--- src/rtl/i2c_arb_pkg.sv ---
// Shared state encoding and requester port indices for the I2C bus arbiter.
// Types and constants only; no logic.
package i2c_arb_pkg;

  typedef enum logic [1:0] {
    IDLE    = 2'd0,
    GRANT0  = 2'd1,
    GRANT1  = 2'd2,
    RELEASE = 2'd3
  } arb_state_e;

  localparam int SENSOR = 0;
  localparam int LCD    = 1;

endpackage

--- src/rtl/arb_cmd_mux.sv ---
// Forwards the granted port's command bundle to the master and routes responses back to it only.
// Purely combinational; an ungranted port sees zeros, and its start pulses are dropped rather than queued.
module arb_cmd_mux
  import i2c_arb_pkg::*;
(
  input  logic [1:0] gnt_i,
  input  logic [1:0] start_i,
  input  logic [6:0] addr0_i,
  input  logic [6:0] addr1_i,
  input  logic [1:0] rw_i,
  input  logic [7:0] wdata0_i,
  input  logic [7:0] wdata1_i,
  input  logic       m_done_i,
  input  logic [7:0] m_rdata_i,
  input  logic       m_nack_i,
  output logic       m_start_o,
  output logic [6:0] m_addr_o,
  output logic       m_rw_o,
  output logic [7:0] m_wdata_o,
  output logic [1:0] done_o,
  output logic [7:0] rdata0_o,
  output logic [7:0] rdata1_o,
  output logic [1:0] err_o
);

  always_comb begin
    m_start_o = 1'b0;
    m_addr_o  = '0;
    m_rw_o    = 1'b0;
    m_wdata_o = '0;
    if (gnt_i[SENSOR]) begin
      m_start_o = start_i[SENSOR];
      m_addr_o  = addr0_i;
      m_rw_o    = rw_i[SENSOR];
      m_wdata_o = wdata0_i;
    end else if (gnt_i[LCD]) begin
      m_start_o = start_i[LCD];
      m_addr_o  = addr1_i;
      m_rw_o    = rw_i[LCD];
      m_wdata_o = wdata1_i;
    end
  end

  assign done_o   = gnt_i & {2{m_done_i}};
  assign err_o    = gnt_i & {2{m_nack_i}};
  assign rdata0_o = gnt_i[SENSOR] ? m_rdata_i : 8'd0;
  assign rdata1_o = gnt_i[LCD]    ? m_rdata_i : 8'd0;

endmodule

--- src/rtl/i2c_bus_arbiter.sv ---
// Per-transaction arbiter sharing one I2C byte master between the sensor (port 0) and LCD (port 1).
// Grant follows request by 1 cycle; a released bus must stay non-busy BUS_FREE_CYCLES before the next grant.
module i2c_bus_arbiter
  import i2c_arb_pkg::*;
#(
  parameter int BUS_FREE_CYCLES = 5,
  parameter int TIMEOUT_CYCLES  = 20000,
  parameter int MAX_CONSEC      = 4,
  parameter int CNT_W           = 15
) (
  input  logic       clk_1MHz,
  input  logic       reset,
  input  logic       req0,
  input  logic       req1,
  input  logic       start0,
  input  logic       start1,
  input  logic [6:0] addr0,
  input  logic [6:0] addr1,
  input  logic       rw0,
  input  logic       rw1,
  input  logic [7:0] wdata0,
  input  logic [7:0] wdata1,
  output logic       gnt0,
  output logic       gnt1,
  output logic       done0,
  output logic       done1,
  output logic [7:0] rdata0,
  output logic [7:0] rdata1,
  output logic       err0,
  output logic       err1,
  output logic       m_start,
  output logic [6:0] m_addr,
  output logic       m_rw,
  output logic [7:0] m_wdata,
  input  logic       m_busy,
  input  logic       m_done,
  input  logic [7:0] m_rdata,
  input  logic       m_nack,
  output logic       timeout_pulse,
  output logic       timeout_src
);

  localparam int CONS_W = $clog2(MAX_CONSEC + 1);

  arb_state_e        state_q;
  logic [1:0]        gnt_q;
  logic [1:0]        lockout_q;
  logic [CNT_W-1:0]  free_q;
  logic [CNT_W-1:0]  tmo_q;
  logic [CONS_W-1:0] consec_q;
  logic              timeout_pulse_q;
  logic              timeout_src_q;

  logic [1:0] req;
  logic [1:0] elig;
  logic       held_req;
  logic       sensor_wins;

  assign req         = {req1, req0};
  assign elig        = req & ~lockout_q;
  assign held_req    = (state_q == GRANT1) ? req1 : req0;
  assign sensor_wins = elig[SENSOR] && (!elig[LCD] || consec_q < CONS_W'(MAX_CONSEC));

  always_ff @(posedge clk_1MHz or posedge reset) begin
    if (reset) begin
      state_q         <= IDLE;
      gnt_q           <= '0;
      lockout_q       <= '0;
      free_q          <= '0;
      tmo_q           <= '0;
      consec_q        <= '0;
      timeout_pulse_q <= 1'b0;
      timeout_src_q   <= 1'b0;
    end else begin
      timeout_pulse_q <= 1'b0;
      lockout_q       <= lockout_q & req;
      case (state_q)
        IDLE: begin
          tmo_q <= '0;
          if (sensor_wins) begin
            state_q <= GRANT0;
            gnt_q   <= 2'b01;
            if (!req[LCD])
              consec_q <= '0;
            else if (consec_q < CONS_W'(MAX_CONSEC))
              consec_q <= consec_q + CONS_W'(1);
          end else if (elig[LCD]) begin
            state_q  <= GRANT1;
            gnt_q    <= 2'b10;
            consec_q <= '0;
          end
        end
        GRANT0, GRANT1: begin
          // A requester that drops req on the timeout cycle gets a clean release, not a lockout.
          if (!held_req) begin
            state_q <= RELEASE;
            gnt_q   <= '0;
            free_q  <= '0;
          end else if (tmo_q == CNT_W'(TIMEOUT_CYCLES - 1)) begin
            state_q         <= RELEASE;
            gnt_q           <= '0;
            free_q          <= '0;
            timeout_pulse_q <= 1'b1;
            timeout_src_q   <= (state_q == GRANT1);
            lockout_q       <= (lockout_q & req) | gnt_q;
          end else begin
            tmo_q <= tmo_q + CNT_W'(1);
          end
        end
        RELEASE: begin
          if (m_busy)
            free_q <= '0;
          else if (free_q == CNT_W'(BUS_FREE_CYCLES - 1)) begin
            state_q <= IDLE;
            free_q  <= '0;
          end else
            free_q <= free_q + CNT_W'(1);
        end
        default: state_q <= IDLE;
      endcase
    end
  end

  assign gnt0          = gnt_q[SENSOR];
  assign gnt1          = gnt_q[LCD];
  assign timeout_pulse = timeout_pulse_q;
  assign timeout_src   = timeout_src_q;

  arb_cmd_mux u_mux (
    .gnt_i     (gnt_q),
    .start_i   ({start1, start0}),
    .addr0_i   (addr0),
    .addr1_i   (addr1),
    .rw_i      ({rw1, rw0}),
    .wdata0_i  (wdata0),
    .wdata1_i  (wdata1),
    .m_done_i  (m_done),
    .m_rdata_i (m_rdata),
    .m_nack_i  (m_nack),
    .m_start_o (m_start),
    .m_addr_o  (m_addr),
    .m_rw_o    (m_rw),
    .m_wdata_o (m_wdata),
    .done_o    ({done1, done0}),
    .rdata0_o  (rdata0),
    .rdata1_o  (rdata1),
    .err_o     ({err1, err0})
  );

  gnt_onehot_a: assert property (@(posedge clk_1MHz) disable iff (reset) !(gnt_q[0] && gnt_q[1]));

endmodule
--- config.mk ---
export PLATFORM = sky130hd
export DESIGN_NAME = i2c_bus_arbiter
export DESIGN_NICKNAME = d
export VERILOG_FILES = /design/src/rtl/i2c_arb_pkg.sv /design/src/rtl/arb_cmd_mux.sv /design/src/rtl/i2c_bus_arbiter.sv
export SDC_FILE = /design/constraint.sdc
export NUM_CORES = 1
export LEC_CHECK = 0
export ABC_CLOCK_PERIOD_IN_PS = 2500
export CAP_MARGIN = 20
export CORE_MARGIN = 1.5
export CORE_UTILIZATION = 47
export DETAILED_ROUTE_END_ITERATION = 10
export PLACE_DENSITY = 0.79
export SYNTH_ARGS = -nofsm -noshare
export SYNTH_HDL_FRONTEND = slang
export SYNTH_SLANG_ARGS = --single-unit
--- constraint.sdc ---
create_clock -name clk_1MHz -period 2.5 [get_ports clk_1MHz]
set_input_delay 0.25 -clock clk_1MHz [delete_from_list [all_inputs] [get_ports clk_1MHz]]
set_output_delay 0.25 -clock clk_1MHz [all_outputs]
set_load 0.02 [all_outputs]
* After elaboration in Yosys (flattened, before gate mapping)
Cells that the tools add are included.
** Operators by class
- Add/subtract/negate cells :: 3
- Multiply operators :: 0
- Divide/modulo/power cells :: 0
- Order comparisons :: 1
- Eq/ne operators :: 12
- Shift-type cells :: 0
- Multiplexer cells :: 39
- Bitwise operators :: 6
- Reductions and logical operators :: 14
** Operators with widths (number)
- 15-bit 2-to-1 mux :: 6
- 15-bit case mux with 2 select lines :: 2
- 8-bit 2-to-1 mux :: 4
- 15-bit by 1-bit adder with 15-bit output, second input constant :: 2
- 2-bit 2-to-1 mux :: 11
- 15-bit == test, second input constant :: 1
- 15-bit by 3-bit == test with 1-bit output, second input constant :: 1
- 7-bit 2-to-1 mux :: 2
- 3-bit 2-to-1 mux :: 4
- 3-bit AND reduction :: 4
- 2-bit AND :: 4
- 1-bit 2-to-1 mux :: 8
- 2-bit != test, second input constant :: 4
- 3-bit != test, second input constant :: 2
- 2-bit case mux with 3 select lines :: 1
- 2-bit nonzero test :: 3
- 2-bit == test, second input constant :: 2
- 2-bit case mux with 2 select lines :: 1
- 4-bit AND reduction :: 1
- 3-bit by 1-bit adder with 3-bit output, second input constant :: 1
- 3-bit < comparator, second input constant :: 1
- 3-bit by 2-bit != test with 1-bit output, second input constant :: 1
- 2-bit by 1-bit == test with 1-bit output, second input constant :: 1
- 2-bit zero test :: 1
- 7 further kinds :: 7
** Storage, ports and cells
- Register bits :: 41
- Latch bits :: 0
- Memory bits (writable) :: 0
- Bits in read-only memories :: 0
- Input port bits :: 49
- Logic and storage cells :: 83
- Memories kept :: 0

* Logic depth before layout (Yosys ltp)
- Depth after elaboration :: 7
- Gate-level depth with buffers :: 8
- Gate-level depth less buffers :: 7

* Modules after synthesis
Synthesis repeated with hierarchy kept, for this count alone.
** Second synthesis, totals
- Cells, all modules :: 298
- Area, all modules :: 2768.9 um^2
** By module, submodules not included
- i2c_bus_arbiter :: times used 1, cells each 251, area an instance 2431.1 um^2, sequential area each 1026.0 um^2
- arb_cmd_mux :: times used 1, cells each 47, area an instance 337.8 um^2, sequential area each 0.0 um^2

* Worst setup path after synthesis
OpenSTA, ideal clock, no wires.
- Path type :: register -> register
- Start point :: reg state_q[0]
- End point :: reg tmo_q[9]
- Setup time :: 121 ps
- Data arrival time :: 1777 ps
- Path slack :: 602 ps
- Stages on the path, launching flop included :: 8
- Buffers on the path :: 0
- Cell sequence :: dfrtp_1 inv_1 ha_1 mux2_2 nand2_1 nor3_2 mux2_1 a22o_1
** Between the ends
- Longest elaborated chain between the ends :: 4
- Elaborated cells between the ends (all ways) :: 10
** RTL lines
- start, declared :: RTL line i2c_bus_arbiter.sv:45 : arb_state_e state_q;
- start signal, assigned :: RTL line i2c_bus_arbiter.sv:66 : state_q <= IDLE;
- start signal, assigned :: RTL line i2c_bus_arbiter.sv:81 : state_q <= GRANT0;
- start signal, assigned :: RTL line i2c_bus_arbiter.sv:88 : state_q <= GRANT1;
- 2-bit == test or 2-bit by 1-bit == test with 1-bit output (tied branches) :: RTL line i2c_bus_arbiter.sv:61, i2c_bus_arbiter.sv:77
- 2-bit OR reduction or 1-bit 2-to-1 mux (tied branches) :: RTL line i2c_bus_arbiter.sv:77, i2c_bus_arbiter.sv:61
- 2-bit != test (no source line) or 2-bit nonzero test (tied branches)
- 3-bit AND reduction (no source line)
- end signal, assigned :: RTL line i2c_bus_arbiter.sv:107 : tmo_q <= tmo_q + CNT_W'(1);
- end, declared :: RTL line i2c_bus_arbiter.sv:49 : logic [CNT_W-1:0] tmo_q;
Parallel ways exist; a longest one is shown, timed or not.
A chain may end at the register's enable or synchronous reset.

* Worst setup path in the final report
- Start point :: reg gnt_q[1]
- End point :: out m_addr[0]
** Between the ends
- Longest elaborated chain between the ends :: 2
** RTL lines
- start, declared :: RTL line i2c_bus_arbiter.sv:46 : logic [1:0] gnt_q;
- start signal, assigned :: RTL line i2c_bus_arbiter.sv:67 : gnt_q <= '0;
- start signal, assigned :: RTL line i2c_bus_arbiter.sv:82 : gnt_q <= 2'b01;
- start signal, assigned :: RTL line i2c_bus_arbiter.sv:89 : gnt_q <= 2'b10;
- 7-bit 2-to-1 mux :: RTL line arb_cmd_mux.sv:36 : end else if (gnt_i[LCD]) begin
- 7-bit 2-to-1 mux :: RTL line arb_cmd_mux.sv:31 : if (gnt_i[SENSOR]) begin
- end, declared :: RTL line i2c_bus_arbiter.sv:32 : output logic [6:0] m_addr,
No other way between the ends.

==> metrics.md <==
| Metric | Value |
|---|---|
| Synth Instances | `320` |
| Setup violations, final | `0` |
| Post-route worst setup slack | `0.216 ns` |
| Share of layout cells above drive strength 1 | `7.09%` |
| Cts hold-fix bufs | `0` |
| Most common cell after layout, fill and taps aside | `clkdlybuf4s50_1` |
| Final worst path period share | `about nine tenths` |
| Most frequent cells in the layout | `clkdlybuf4s50_1, dfrtp_1, nand2_1, a22o_1, and2_1` |
| Post_cts resized | `0` |
| Core outline area | `approximately 5600 µm²` |
| Sequential area share after synthesis | `36.7%` |
| WS Path Type | `reg2out` |
| Reg area | `just over 1000 µm²` |
| Worst IR drop on VDD | `660 µV` |
| Via density per instance | `between 5 and 6` |
| Status | `complete, no violations` |
| Multi-input logic area | `1670 µm²` |
| CTS tree | `yes` |
| Sink Count | `41` |
| H-Tree Depth | `2` |
| Setup repair bufs after CTS | `0` |
| Yosys warns | `0` |
| GPL Wtd Cong | `0.900` |
| Crit. End Element | `output pin` |
| DIE AREA | `6420 µm²` |
| Num rows | `27` |
| Vias in the first global route | `2,747` |
| Async set-reset flop share out of synthesis | `100%` |
| R2R setup slack | `0.40 ns` |
| Final Slew Violations | `0` |
| DR vias | `2,834` |
| Die X | `80.1 µm` |
| CTS Buf Count | `5` |
| IO Pins | `90` |
| Ant. Diodes | `0` |
| Flops & latches, synth | `41` |
| IO Port Bufs | `89` |
| Path depth of the worst reg2reg path | `7` |
| Final setup TNS | `0 ns` |
| Critical Path Start Type | `register` |
| Tmin final | `2.28 ns` |
| Post-DP HPWL | `about 6100 µm` |
| HP Class | `in2async` |
| Mapped cell area | `2800 µm²` |
| GRT Total Usage | `a little over a quarter` |
| Grt total ovfl | `0` |
| Worst-path clk slew | `0.08 ns` |
| Post-Syn Nets | `around 380` |
| Die Y | `approximately 80 µm` |
| Lkg Pwr | `between 0.0015 and 0.002 µW` |
| Hold Vio Cnt, Final | `0` |
| Data required time of the worst path | `2.25 ns` |
| Setup WS pre-CTS | `0.357 ns` |
| Unique masters post-synth | `53` |
| Post-synth EDFFs | `0` |
| Final net count | `around 470` |
| Syn_area_per_cell | `8.74 µm²` |
| Clk_lat worst skew | `0.29 ns` |
| ANT nets after route | `0` |
| Drt first pass iters | `5` |
| Largest net degree at the start of global routing | `42` |
| Max Root-Sink Buffers | `2` |
| Worst Clk Skew | `0.00847 ns` |
| Routed Wire Length | `8040 µm` |
| Worst-path fanout max | `17` |
| Detailed router's first-iteration violation count | `204` |
| Fmax achieved | `~440 MHz` |
| Initial core utilization | `49.9%` |
| RSZ-0062 raised after global routing | `false` |
| Worst-margin pin slew | `~0.54 ns` |
| Slew HR | `63.7%` |
| Pwr Density | `882 nW/µm²` |
| Root Buffer | `clkbuf_8` |
| Max Cap Violations | `0` |
| Initial antenna violation count | `0` |
| Avg WL per Cell | `between 15 and 20 µm` |
| CP Data Arrival Time | `2.03 ns` |
| Filler instances | `approximately 450` |
| First-pass GRT wire length | `~13,000 µm` |
| DRC viols | `0` |
| Top FF cell, synth | `dfrtp_1` |
| Area Growth Syn to Fin | `38.4%` |
==> cell usage after synthesis (all sizes together) (4+ instances only) <==
cell type   n  area share (%)
a21oi      12             2.1
a22o       28             8.8
and2       23             5.1
and3        5             1.1
clkbuf     15             2.1
dfrtp      41              37
ha          8             3.6
inv        12             1.6
mux2        4             1.6
mux2i       4             1.4
nand2      34             4.6
nand2b      6             1.3
nand3      18             3.2
nand4       9             2.0
nor2       12             1.7
nor2b       4            0.89
nor3        4            0.89
nor4        6             1.3
o211ai      5             1.3
o21ai      19             3.4
o31ai       4             1.1
or3         6             1.3
or4         8             2.1
==> final timing paths <==
check,from,to
setup / recovery,gnt_q[1],m_addr[0]
hold / removal,reset,free_q[10]
setup reg to reg,state_q[0],free_q[7]
hold reg to reg,free_q[14],free_q[14]
max in group asynchronous,reset,free_q[7]
min in group clk_1MHz,free_q[14],free_q[14]
==> state kept, by name, indices dropped and copies added, names as in the netlist <==
register / flops
free_q: 15
tmo_q: 15
gnt_q: 2
timeout_src: 1
timeout_pulse: 1
state_q: 2
lockout_q: 2
consec_q: 3
==> power by group <==
| part | total, µW | switching [µW] | internal [µW] |
|---|---|---|---|
| clock network | 441 | 243 | 198 |
| logic | 2110 | 1200 | 916 |
| registers | 861 | 107 | 754 |
| total | 3420 | 1550 | 1870 |
==> through the flow <==
step / hold WS [ns] / util [%] / total power [µW] / area [µm²] / instances
floorplan: 0.390 / - / 2130 / 2800 / 320
global placement: 0.488 / 67.3 / 2930 / 3770 / 473
detailed placement: 0.487 / 67.3 / 2970 / 3770 / 473
CTS: 0.404 / 68.9 / 3420 / 3860 / 481
global route: 0.436 / 69.0 / 3660 / 3870 / 481
finish: 0.383 / 69.0 / 3420 / 3870 / 481
==> final cells by class <==
type                    instances  area share, %
repair buffers                 97           24.6
multi-input cells             251           43.1
flip-flops and latches         41           26.5
clock buffers                   5           1.78
inverters                      12           1.16
well taps                      72           2.33
clock inverters                 3          0.549
==> worst max-delay path, cell delays in order, from the launching register on <==
cell and delay [ns]:
dfrtp_1 0.57, nor2b_1 0.18, buf_4 0.22, a22o_1 0.16, clkdlybuf4s50_1 0.61
==> logic make-up after synthesis <==
family / Yosys count / synth area share (%)
buf+inv: 28 / 3.85
compound gates: 91 / 24.1
mux: 8 / 3.04
flops: 41 / 36.7
simple gates: 144 / 28.8
fa+ha+maj: 8 / 3.58
==> routing by layer <==
metal | vias to the layer above | track usage [%] | part of all wire, % | routed length (µm)
li1 | 1388 | - | - | -
met4 | 0 | 6.21 | 1.5 | 121
met1 | 1333 | 34.8 | 44 | 3520
met5 | - | 0 | 0 | 0
met3 | 13 | 4.43 | 5.6 | 449
met2 | 100 | 44.7 | 49 | 3950
Note: power is estimated with default switching activity, not from simulation.
